<file path="config.mk">
export PLATFORM = sky130hd
export DESIGN_NAME = ps2_kbd_rx_flat
export DESIGN_NICKNAME = d
export VERILOG_FILES = /design/src/rtl/ps2_kbd_rx_if.sv /design/src/rtl/ps2_kbd_rx.sv /design/src/flat_wrapper.sv
export SDC_FILE = /design/constraint.sdc
export NUM_CORES = 1
export LEC_CHECK = 0
export CAP_MARGIN = 20
export CORE_AREA = 2 2 60 118
export CTS_CLUSTER_SIZE = 24
export DETAILED_ROUTE_END_ITERATION = 12
export DIE_AREA = 0 0 62 120
export PLACE_DENSITY_LB_ADDON = 0.08
export SKIP_LAST_GASP = 1
export SLEW_MARGIN = 10
export SYNTH_ARGS = -nofsm -noshare
export SYNTH_HDL_FRONTEND = slang
export SYNTH_SLANG_ARGS = --single-unit
</file>
<file path="constraint.sdc">
create_clock -name clk -period 2.4 [get_ports clk]
set_input_delay 0.24 -clock clk [delete_from_list [all_inputs] [get_ports clk]]
set_output_delay 0.24 -clock clk [all_outputs]
set_load 0.02 [all_outputs]
</file>
<file path="src/rtl/ps2_kbd_rx_if.sv">
// ps2_kbd_rx_if: keyboard byte/strobe/error bus from the PS/2 receiver to the keyboard FIFO
interface ps2_kbd_rx_if;
  logic [7:0] code_o;
  logic       strobe_o;
  logic       err_o;
  modport master (output code_o, strobe_o, err_o);
  modport slave (input code_o, strobe_o, err_o);
endinterface

</file>
<file path="src/rtl/ps2_kbd_rx.sv">
// ps2_kbd_rx: receive-only PS/2 keyboard frame decoder with parity/stop/timeout checks
// Define PS2_FILTER_EN to build a FILTER_LEN-deep glitch filter on the PS/2 clock.
module ps2_kbd_rx #(
  parameter int FREQ_HZ    = 12000000,
  parameter int TIMEOUT_US = 200,
  parameter int FILTER_LEN = 8
) (
  input logic          clk,
  input logic          reset_i,
  input logic          ps2_clk_i,
  input logic          ps2_data_i,
  ps2_kbd_rx_if.master kbd
);
  localparam int TC = (FREQ_HZ / 1000000) * TIMEOUT_US;
  localparam int TW = $clog2(TC);
  typedef enum logic [1:0] {IDLE, DATA, PARITY, STOP} state_t;
  logic [1:0] r_clk_s, r_dat_s;
  logic r_clk_prev, r_fall, r_dat_d;
  logic w_clk_f;
  state_t r_state, w_state;
  logic [2:0] r_bit, w_bit;
  logic [7:0] r_sr, w_sr, r_code, w_code;
  logic r_par, w_par, r_strobe, w_strobe, r_err, w_err;
  logic [TW-1:0] r_to, w_to;
  logic w_tmo, w_valid, w_sat;
  always_ff @(posedge clk) begin
    if (reset_i) begin
      r_clk_s    <= 2'b11;
      r_dat_s    <= 2'b11;
      r_clk_prev <= 1'b1;
      r_fall     <= 1'b0;
      r_dat_d    <= 1'b1;
    end else begin
      r_clk_s    <= {r_clk_s[0], ps2_clk_i};
      r_dat_s    <= {r_dat_s[0], ps2_data_i};
      r_clk_prev <= w_clk_f;
      r_fall     <= r_clk_prev & ~w_clk_f;
      r_dat_d    <= r_dat_s[1];
    end
  end
`ifdef PS2_FILTER_EN
  localparam int FW = $clog2(FILTER_LEN + 1);
  logic r_filt;
  logic [FW-1:0] r_fcnt;
  // Filtered level flips only after FILTER_LEN consecutive samples disagree with it
  always_ff @(posedge clk) begin
    if (reset_i) begin
      r_filt <= 1'b1;
      r_fcnt <= '0;
    end else if (r_clk_s[1] == r_filt) begin
      r_fcnt <= '0;
    end else if (r_fcnt == FW'(FILTER_LEN - 1)) begin
      r_filt <= r_clk_s[1];
      r_fcnt <= '0;
    end else begin
      r_fcnt <= r_fcnt + 1'b1;
    end
  end
  assign w_clk_f = r_filt;
`else
  assign w_clk_f = r_clk_s[1];
`endif
  always_ff @(posedge clk) begin
    if (reset_i) begin
      r_state  <= IDLE;
      r_bit    <= '0;
      r_sr     <= '0;
      r_par    <= 1'b0;
      r_to     <= '0;
      r_code   <= '0;
      r_strobe <= 1'b0;
      r_err    <= 1'b0;
    end else begin
      r_state  <= w_state;
      r_bit    <= w_bit;
      r_sr     <= w_sr;
      r_par    <= w_par;
      r_to     <= w_to;
      r_code   <= w_code;
      r_strobe <= w_strobe;
      r_err    <= w_err;
    end
  end
  // A fall on the same cycle as the timeout limit keeps the frame alive
  always_comb begin
    w_sat    = r_to == TW'(TC - 1);
    w_tmo    = (r_state != IDLE) && !r_fall && w_sat;
    w_valid  = r_dat_d && (^{r_sr, r_par});
    w_to     = (r_state == IDLE || r_fall) ? '0 : w_sat ? r_to : r_to + 1'b1;
    w_state  = r_state;
    w_bit    = r_bit;
    w_sr     = r_sr;
    w_par    = r_par;
    w_code   = r_code;
    w_strobe = 1'b0;
    w_err    = 1'b0;
    if (w_tmo) begin
      w_state = IDLE;
      w_err   = 1'b1;
    end else if (r_fall) begin
      case (r_state)
        IDLE: begin
          w_state = r_dat_d ? IDLE : DATA;
          w_bit   = '0;
        end
        DATA: begin
          w_sr    = {r_dat_d, r_sr[7:1]};
          w_bit   = r_bit + 1'b1;
          w_state = (r_bit == 3'd7) ? PARITY : DATA;
        end
        PARITY: begin
          w_par   = r_dat_d;
          w_state = STOP;
        end
        default: begin
          w_state  = IDLE;
          w_code   = w_valid ? r_sr : r_code;
          w_strobe = w_valid;
          w_err    = !w_valid;
        end
      endcase
    end
  end
  assign kbd.code_o   = r_code;
  assign kbd.strobe_o = r_strobe;
  assign kbd.err_o    = r_err;
endmodule

</file>
<file path="src/flat_wrapper.sv">
// flat-port wrapper written by rule: the top's interface ports become plain ports
module ps2_kbd_rx_flat 
#(
  parameter int FREQ_HZ    = 12000000,
  parameter int TIMEOUT_US = 200,
  parameter int FILTER_LEN = 8
)
  (clk, reset_i, ps2_clk_i, ps2_data_i, kbd_code_o, kbd_strobe_o, kbd_err_o);
  ps2_kbd_rx_if kbd_i ();
  input logic clk;
  input logic reset_i;
  input logic ps2_clk_i;
  input logic ps2_data_i;
  output wire logic [$bits(kbd_i.code_o)-1:0] kbd_code_o;
  output wire logic [$bits(kbd_i.strobe_o)-1:0] kbd_strobe_o;
  output wire logic [$bits(kbd_i.err_o)-1:0] kbd_err_o;
  assign kbd_code_o = kbd_i.code_o;
  assign kbd_strobe_o = kbd_i.strobe_o;
  assign kbd_err_o = kbd_i.err_o;
  ps2_kbd_rx #(.FREQ_HZ(FREQ_HZ), .TIMEOUT_US(TIMEOUT_US), .FILTER_LEN(FILTER_LEN)) u_core (.clk(clk), .reset_i(reset_i), .ps2_clk_i(ps2_clk_i), .ps2_data_i(ps2_data_i), .kbd(kbd_i));
endmodule
</file>
Word level (Yosys, flattened, before mapping)
Cells that the tools add are included.

word-level totals
  output and inout port bits = 10
  bits in registers = 43
  input port bits = 4

operators by class
  $add $sub $neg = 2
  multiplexer cells = 7
  reduce and logical (&&, ||, !) cells = 18
  equality and inequality tests = 4
  bitwise logic cells = 5

operators with widths
  operator                                                         count
  12-bit by 1-bit adder with 12-bit output, second input constant  1
  12-bit == test, second input constant                            1
  3-bit AND reduction                                              3
  9-bit XOR reduction                                              1
  2-bit case mux with 3 select lines                               1
  3-bit case mux with 2 select lines                               1
  6-bit OR reduction                                               1
  1-bit two-way mux                                                4
  1-bit NOT                                                        4
  4-bit AND reduction                                              1
  2-bit nonzero test                                               2
  2-bit OR reduction                                               2
  3-bit by 1-bit adder with 3-bit output, second input constant    1
  3-bit == test, second input constant                             1
  1-bit logical AND                                                3
  3-bit OR reduction                                               1
  2-bit by 1-bit == test with 1-bit output, second input constant  1
  2-bit == test, second input constant                             1
  1-bit zero test                                                  2
  2-bit zero test                                                  1
  2-bit two-way mux                                                1
  1-bit bitwise AND                                                1
  1-bit logical OR                                                 1

Logic depth before layout (Yosys ltp)
  depth after elaboration = 6
  gate-level depth with buffers = 6
  depth with buffers taken out = 6

Least setup slack after synthesis
No wires, ideal clock.

  path type = register to register
  start point = register u_core.r_to[0]
  end point = register u_core.r_err (netlist: u_core.kbd.err_o)
  arrival = 1.664 ns
  period minus slack after synthesis = 1.751 ns
  setup slack = 0.649 ns
  data required time = 2.313 ns
  cell stages (with the launch flop) = 6
  cells stage by stage = dfxtp_1 ha_1 nor4bb_1 nand3_1 or4_1 o31ai_1

on the way
  longest elaborated chain between the ends = 3

ends and longest elaborated chain
  what                      line              RTL
  start: declaration        ps2_kbd_rx.sv:24  logic [TW-1:0] r_to, w_to;
  start signal: assignment  ps2_kbd_rx.sv:78  r_to <= w_to;
  12-bit == test            ps2_kbd_rx.sv:86  w_sat = r_to == TW'(TC - 1);
  1-bit logical AND         ps2_kbd_rx.sv:87  w_tmo = (r_state != IDLE) && !r_fall && w_sat;
  1-bit two-way mux         ps2_kbd_rx.sv:97  if (w_tmo) begin
  end signal: assignment    ps2_kbd_rx.sv:81  r_err <= w_err;
  end: declaration          ps2_kbd_rx.sv:23  logic r_par, w_par, r_strobe, w_strobe, r_err, w_err;

Every way passes these cells.
A chain may end at the register's enable or synchronous reset.

Worst setup path after layout
Same ends and word-level chain as after synthesis.

==> flow_metrics.env <==
export IMPL_h_tree_depth=2
export IMPL_synth_ff_latch_count=43
export IMPL_cts_buffers=5
export IMPL_synth_main_ff_cell="dfxtp_1"
export IMPL_track_usage_pct=12.5
export IMPL_finalSetupViolCount=0
export IMPL_gr_total_overflow=0
export IMPL_syn_inst=206
export IMPL_yosys_warnings=0
export IMPL_die_height_um=120
export IMPL_critPathKind="reg2reg"
export IMPL_critPathLaunchType="register"
export IMPL_cts_resized=0
export IMPL_netlist_area_mm2=0.00189
export IMPL_ctsRootBufferMaster="clkbuf_16"
export IMPL_drc=0
export IMPL_numClockSinks=43
export IMPL_hold_path_class="reg2reg"
export IMPL_clkTransAtPathRegs_ns=0.05
export IMPL_cp_data_arrival_time_ns=2.19
export IMPL_synth_nets=217
export IMPL_period_needed_ns=1.99
export IMPL_grt_pass1_vias=1417
export IMPL_cts_buffer_depth=2
export IMPL_tns_ns=0
export IMPL_drv_slew=0
export IMPL_clkLatencyLatePin_ns=0.28
export IMPL_power_density_mw_per_mm2=615
export IMPL_skew_ns=0.00419
export IMPL_fin_nets=230
export IMPL_vias=1384
export IMPL_routedWlPerCell_um=12.9
export IMPL_worst_pin_slew_ns=0.438
export IMPL_grt_pass1_wl_mm=6.71
export IMPL_fp_coreArea_mm2=0.00657
export IMPL_async_flop_share_pct=0
export IMPL_first_pass_iters=4
export IMPL_row_count=42
export IMPL_vias_per_cell=4.52
export IMPL_antenna_left=0
export IMPL_die_w_um=62
export IMPL_port_buffers=13
export IMPL_wirelength_mm=3.95
export IMPL_start_util_pct=28.8
export IMPL_p_leak_nw=0.758
export IMPL_die_area_mm2=0.00744
export IMPL_cts_tree="yes"
export IMPL_status="completed"
export IMPL_insertedDiodeCount=0
export IMPL_hold_viol_final=0
export IMPL_synth_edf_count=0
export IMPL_required_ns=2.60
export IMPL_slew_headroom_pct=70.2
export IMPL_io_pins=14
export IMPL_avgSynthCellArea_um2=9.19
export IMPL_drtIter0Drc=31
export IMPL_synthToLayoutAreaGrowth_pct=18.3
export IMPL_hpwl_mm=2.87
export IMPL_irDropWorstVdd_uv=286
export IMPL_grt_antenna_before_repair=0
export IMPL_cts_hold_buf=0
export IMPL_drive_above_1_share_pct=6.88
export IMPL_grt_setup_unrepaired="no"
export IMPL_critical_path_max_fanout=6
export IMPL_fmax_ghz=0.502
export IMPL_ys_types=34
export IMPL_synth_seq_area_share_pct=45.5
export IMPL_max_cap_violations=0
export IMPL_place_gp_congestion=0.728
export IMPL_final_core_util_pct=34.1
export IMPL_period_share_pct=83.0
export IMPL_grt_max_degree=40
export IMPL_cts_setup_buffers=0
export IMPL_cp_end_kind="register"
==> per-layer routing <==
layer / GRT usage [%] / share of wire (%) / up-vias
met2: 21.7 / 55 / 12
met4: 6.78 / 3.0 / 0
met1: 12.7 / 40 / 637
li1: - / - / 727
met3: 3.23 / 2.3 / 8
met5: 0 / 0 / -
==> Yosys cell counts (6+ instances only) <==
| library cell | number | area share [%] |
|---|---|---|
| dfxtp_1 | 43 | 45 |
| nand2_1 | 25 | 5.0 |
| a21oi_1 | 17 | 4.5 |
| nand2b_1 | 16 | 5.3 |
| nor2_1 | 10 | 2.0 |
| mux2i_1 | 9 | 4.8 |
| clkbuf_1 | 8 | 1.6 |
| xnor2_1 | 8 | 3.7 |
| ha_1 | 7 | 4.6 |
| inv_1 | 7 | 1.4 |
| nand3_1 | 7 | 1.9 |
| nor3_1 | 6 | 1.6 |
| or2_2 | 6 | 2.0 |
==> cells in the final DEF (no fill, tap or decap), drive strengths merged, types with 5 or more instances in the layout <==
cell / netlist / routed
inv: 7 / 7
dfxtp: 43 / 43
nand2b: 16 / 16
clkdlybuf4s50: 0 / 13
xnor2: 8 / 8
or2: 6 / 6
nand3: 7 / 7
mux2i: 10 / 10
nor3: 6 / 6
o21ai: 5 / 5
ha: 7 / 7
clkbuf: 8 / 6
nor2: 10 / 10
nand2: 25 / 25
a21oi: 17 / 17
or3: 5 / 5
==> kinds of logic (layout without fill, tap and decap cells) <==
family,count (synthesis),after routing,share of synthesized area [%]
muxes,10,10,5.95
xor gates and xnor gates,11,11,6.54
buffers and inverters,15,27,2.97
AOI/OAI and AO/OA,32,32,9.85
DFF,43,43,45.5
and+or+nand+nor,88,88,24.6
adders and majority gates,7,7,4.63
==> stage by stage <==
stage | cell area, um2 | worst slack (ns) | hold slack [ns] | power (mW) | instances
2_1_floorplan | 1890 | 0.649 | 0.344 | 0.752 | 206
5_1_grt | 2240 | 0.219 | 0.436 | 1.44 | 306
4_1_cts | 2240 | 0.400 | 0.408 | 1.41 | 306
6_report | 2240 | 0.409 | 0.408 | 1.38 | 306
3_5_place_dp | 2110 | 0.437 | 0.394 | 0.762 | 300
3_3_place_gp | 2110 | 0.489 | 0.396 | 0.762 | 300
==> final timing paths <==
kind                                         from           endpoint  slack [ns]  cells after the start
worst max-delay path               u_core.r_to[0]   u_core.kbd.err_o        0.41                      5
worst min-delay path            u_core.r_dat_s[0]  u_core.r_dat_s[1]        0.41                      1
worst max register to register     u_core.r_to[0]   u_core.kbd.err_o        0.41                      5
worst min register to register  u_core.r_dat_s[0]  u_core.r_dat_s[1]        0.41                      1
==> where the power goes <==
group          switching (mW)  internal (mW)  total [mW]
clock network           0.257          0.374       0.631
registers             0.00285          0.718       0.721
logic                  0.0119         0.0124      0.0243
==> registers in the layout, summed over array words and instances, names as in the netlist <==
signal,cells
u_core.kbd.code_o,8
u_core.kbd.err_o,1
u_core.kbd.strobe_o,1
u_core.r_bit,3
u_core.r_clk_prev,1
u_core.r_clk_s,2
u_core.r_dat_d,1
u_core.r_dat_s,2
u_core.r_fall,1
u_core.r_par,1
u_core.r_sr,8
u_core.r_state,2
u_core.r_to,12
==> worst max-delay path: stages (launching register included) <==
cell      delay [ns]
dfxtp_1         0.38
ha_1            0.26
nor4bb_1        0.44
nand3_1         0.29
or4_1           0.46
o31ai_1         0.07
==> area by class of cell <==
type,instances,area (um2)
inverter,7,26.3
tap,88,110
sequential,43,861
fill,685,4330
clock buffer,6,129
timing repair buffer,14,138
multi-input combinational,148,976
Note: power is estimated with default switching activity, not from simulation.
